File: config.mk
export PLATFORM = sky130hd
export DESIGN_NAME = uart_tx_serializer
export DESIGN_NICKNAME = d
export VERILOG_FILES = /design/src/rtl/uart_tx_serializer.sv
export SDC_FILE = /design/constraint.sdc
export NUM_CORES = 1
export LEC_CHECK = 0
export CAP_MARGIN = 15
export CORE_MARGIN = 1.5
export CORE_UTILIZATION = 55
export CTS_CLUSTER_SIZE = 30
export DETAILED_ROUTE_END_ITERATION = 8
export DONT_BUFFER_PORTS = 1
export HOLD_SLACK_MARGIN = 0.06
export PLACE_DENSITY = 0.74
export RECOVER_POWER = 100
export SLEW_MARGIN = 20
export SYNTH_ARGS = -nofsm -noshare
export SYNTH_HDL_FRONTEND = slang
export SYNTH_SLANG_ARGS = --single-unit
File: constraint.sdc
create_clock -name i_Clk -period 3.55 [get_ports i_Clk]
set_input_delay 0.5325 -clock i_Clk [delete_from_list [all_inputs] [get_ports i_Clk]]
set_output_delay 0.5325 -clock i_Clk [all_outputs]
set_load 0.005 [all_outputs]
File: src/rtl/uart_tx_serializer.sv
// 8N1 UART transmitter with a valid/ready byte handshake and a one-cycle done pulse per frame.
// Define UART_TX_PARITY_EN to insert a parity bit (even, or odd when PARITY_ODD=1) before the stop bit(s).
module uart_tx_serializer #(
  parameter int CLKS_PER_BIT = 217,
  parameter int STOP_BITS    = 1,
  parameter int PARITY_ODD   = 0
) (
  input  logic       i_Clk,
  input  logic       i_Rst_L,
  input  logic       i_TX_DV,
  input  logic [7:0] i_TX_Byte,
  output logic       o_TX_Ready,
  output logic       o_TX_Active,
  output logic       o_TX_Serial,
  output logic       o_TX_Done
);

  localparam int               CNT_W     = (CLKS_PER_BIT > 1) ? $clog2(CLKS_PER_BIT) : 1;
  localparam logic [CNT_W-1:0] LAST_CNT  = CNT_W'(CLKS_PER_BIT - 1);
  localparam logic [2:0]       LAST_STOP = 3'(STOP_BITS - 1);

  // Reject configurations the frame timing cannot represent.
  if (CLKS_PER_BIT < 2 || STOP_BITS < 1 || STOP_BITS > 2 || PARITY_ODD < 0 || PARITY_ODD > 1) begin : g_bad_params
    $error("uart_tx_serializer: illegal parameter combination");
  end

  typedef enum logic [2:0] {IDLE, START, DATA, PARITY, STOP} state_t;

  state_t           state;
  logic [CNT_W-1:0] clk_cnt;
  logic [2:0]       bit_idx;
  logic [7:0]       shift_reg;
  logic             serial_q;
  logic             ready_q;
  logic             active_q;
  logic             done_q;
  logic             bit_end;
`ifdef UART_TX_PARITY_EN
  logic             parity_q;
`endif

  assign bit_end = (clk_cnt == LAST_CNT);

  // bit_idx counts data bits in DATA and stop bits in STOP; the serial line is
  // always loaded one cycle ahead so it changes exactly on the bit boundary.
  always_ff @(posedge i_Clk) begin
    if (!i_Rst_L) begin
      state     <= IDLE;
      clk_cnt   <= '0;
      bit_idx   <= '0;
      shift_reg <= '0;
      serial_q  <= 1'b1;
      ready_q   <= 1'b1;
      active_q  <= 1'b0;
      done_q    <= 1'b0;
`ifdef UART_TX_PARITY_EN
      parity_q  <= 1'b0;
`endif
    end else begin
      done_q <= 1'b0;
      if (state != IDLE) begin
        clk_cnt <= bit_end ? '0 : clk_cnt + 1'b1;
      end
      case (state)
        IDLE: begin
          if (i_TX_DV) begin
            state     <= START;
            shift_reg <= i_TX_Byte;
            serial_q  <= 1'b0;
            ready_q   <= 1'b0;
            active_q  <= 1'b1;
            clk_cnt   <= '0;
            bit_idx   <= '0;
`ifdef UART_TX_PARITY_EN
            parity_q  <= (^i_TX_Byte) ^ (PARITY_ODD != 0);
`endif
          end
        end
        START: begin
          if (bit_end) begin
            state     <= DATA;
            serial_q  <= shift_reg[0];
            shift_reg <= {1'b0, shift_reg[7:1]};
          end
        end
        DATA: begin
          if (bit_end) begin
            if (bit_idx == 3'd7) begin
              bit_idx  <= '0;
`ifdef UART_TX_PARITY_EN
              state    <= PARITY;
              serial_q <= parity_q;
`else
              state    <= STOP;
              serial_q <= 1'b1;
`endif
            end else begin
              bit_idx   <= bit_idx + 3'd1;
              serial_q  <= shift_reg[0];
              shift_reg <= {1'b0, shift_reg[7:1]};
            end
          end
        end
`ifdef UART_TX_PARITY_EN
        PARITY: begin
          if (bit_end) begin
            state    <= STOP;
            serial_q <= 1'b1;
          end
        end
`endif
        STOP: begin
          if (bit_end) begin
            if (bit_idx == LAST_STOP) begin
              state    <= IDLE;
              bit_idx  <= '0;
              ready_q  <= 1'b1;
              active_q <= 1'b0;
              done_q   <= 1'b1;
            end else begin
              bit_idx <= bit_idx + 3'd1;
            end
          end
        end
        default: begin
          state    <= IDLE;
          serial_q <= 1'b1;
          ready_q  <= 1'b1;
          active_q <= 1'b0;
        end
      endcase
    end
  end

  assign o_TX_Ready  = ready_q;
  assign o_TX_Active = active_q;
  assign o_TX_Serial = serial_q;
  assign o_TX_Done   = done_q;

endmodule

==> flow_summary.yaml <==
critical_path:
  critical_path_class: "reg -> reg"
  cp.required_ns: 3.77
  cp_num_buf_inv: 0
  r2r_cells: 5
  path_depth: 5
  critPathSlowestCell: "a2111oi_4"
  crit_arrival_ns: 2.69
  startpoint_type: "flop"
  max_stage_delay_ns: 0.92
  critPathTopFamily: "compound AO/OA/AOI/OAI gates"
  crit_fanout: 16
  crit_chain: "nand2b_1, a21oi_1, a2111oi_4, nor2_1, a211oi_1"
  cp-end-kind: "flop"
cells_and_area:
  finalNonFillerCells: 182
  final-seq-area_um2: 520
  finalNetCount: 170
  multi_input_area_um2: 782
  fill_cells: 234
  n_antenna_cell: 0
  drive_above_1_share_pct: 5.26
  area_growth_pct: 0.271
synth:
  synth_mux_area_share_pct: 8.67
  synth_common_cells: "dfxtp_1 (26), nor2_1 (17), mux2i_1 (12)"
  yosysWarnings: 0
  yosysTopAreaCellShare_pct: 37.6
  synth_edf_count: 0
  yosysTopAreaCell: "dfxtp_1"
  ys_seq_area_share_pct: 37.6
  yosysMostFrequentCell: "dfxtp_1"
  synth_ff_type: "dfxtp_1"
  synth_top_family_by_area: "compound AO/OA/AOI/OAI gates"
  synth_fp_nets: 173
  synth_cells: 157
  ys_ff_latch: 26
  synth_simple_gate_area_share_pct: 21.4
  syn_area_mm2: 0.00139
  ys_async_sr_fraction_pct: 0
  synthAdderAreaFrac_pct: 4.52
  syn_area_per_cell_um2: 8.82
  synth_xor_area_share_pct: 0
  yosysUniqueCellTypes: 41
  yosys-top-cells-area: "dfxtp_1 (38%), mux2i_1 (8.7%), nor2_1 (4.6%)"
  synth_compound_area_share_pct: 22.5
die:
  die_height_um: 53.2
  design.die.area_mm2: 0.00283
  die_x_um: 53.2
  coreArea_mm2: 0.00243
  start_util_pct: 56.9
  ioPinCount: 15
  rows: 18
sta:
  max-slew-margin-rel_pct: 21.7
  hold_viol: 0
  fin_worst_skew_ns: 0.0105
  tns_ns: 0
  finalMaxSlewViolations: 0
  tightest_slew_ns: 1.17
  post-route-period-util_pct: 69.5
  setup_viol: 0
  period_needed_ns: 2.47
  rsz0062_at_grt: "no"
  fmax_mhz: 405
flow_run:
  cap_violations: 0
pwr:
  p_leak_nw: 0.517
  fin_total_pwr_mw: 0.534
  peakVddDrop_uv: 251
  power_density_mw_per_mm2: 384
clock_network:
  cts_resized: 0
  cts_buffers: 3
  cts_tree: "done"
  clkLatencyLatePin_ns: 0.31
  hold_buffers: 0
  cts_root_buf: "clkbuf_4"
  path_clk_slew_ns: 0.13
  cts.sinks: 26
  clock_path_buffers: 2
  cts_max_level: 1
  cts_setup_buffers: 0
global_route:
  grt_max_degree: 19
  grt_pass1_vias: 961
  grt.overflow.total: 0
  antenna_found_initial: 0
  grt_pass1_wl_mm: 4.22
  grt_use_total_pct: 19.9
placed_design:
  hpwl_mm: 1.86
  gp_congestion: 0.885
  numPortBuffers: 0
  place_inst: 179
detailed_routing:
  route.detailed.drc: 0
  firstDrtPassIters: 4
  drt-wirelength-per-cell_um: 14.2
  wl_met2_mm: 1.17
  routedLengthMet1_mm: 1.27
  drt_iter0_drc: 40
  top_layer: "met4"
  vias_per_cell: 6.07
  num_vias: 1105
  wl_mm: 2.58
  drtAntennaViolNets: 0
  met3_wirelength_um: 130
worst_hold_path:
  whs_path_depth: 1
  min-delay-path-class: "in -> reg"
run_status:
  status: "completed"
[placed cells by master, fill, tap and decap left out, types with 6 or more instances in the layout]
| master | netlist | routed |
|---|---|---|
| nand3_1 | 8 | 8 |
| dfxtp_1 | 26 | 26 |
| mux2i_1 | 12 | 12 |
| a211oi_1 | 6 | 7 |
| a21oi_1 | 5 | 6 |
| nand2_1 | 11 | 11 |
| inv_1 | 6 | 6 |
| nor2_1 | 17 | 17 |
| nand2b_1 | 6 | 6 |
[path summary, 6_finish.rpt]
path / startpoint / to / slack (ns)
min reg2reg: o_TX_Ready / o_TX_Ready / 0.48
max: state[1] / shift_reg[3] / 1.08
min: i_Rst_L / o_TX_Serial / 0.28
max reg2reg: state[1] / shift_reg[3] / 1.08
[through the flow]
stage	setup slack, ns	hold WS [ns]	area (µm²)	utilization, %
3_3_place_gp	1.35	0.460	1380	56.5
6_report	1.08	0.278	1390	57.1
2_1_floorplan	1.70	0.446	1390	-
4_1_cts	1.21	0.268	1400	57.5
5_1_grt	0.759	0.268	1390	57.1
3_5_place_dp	1.24	0.471	1380	56.5
[cells by family after synthesis]
family / Yosys count
fa+ha+maj: 5
buf+inv: 15
compound gates: 39
flops: 26
simple gates: 60
mux: 12
[metal layers]
layer	vias up	track usage, %
li1	562	-
met1	508	28.8
met2	33	30.0
met3	2	2.54
met4	0	6.84
met5	-	0
[where the power goes]
| group | internal, mW | switching [mW] | total (mW) |
|---|---|---|---|
| logic | 0.0362 | 0.0483 | 0.0845 |
| registers | 0.311 | 0.0142 | 0.325 |
| clock network | 0.0396 | 0.0845 | 0.124 |
[layout make-up]
type / count / area share (%)
Multi-Input combinational cell: 116 / 56.3
Sequential cell: 26 / 37.5
Tap cell: 30 / 2.70
Inverter: 7 / 1.89
Clock buffer: 3 / 1.62
Note: power is estimated with default switching activity, not from simulation.
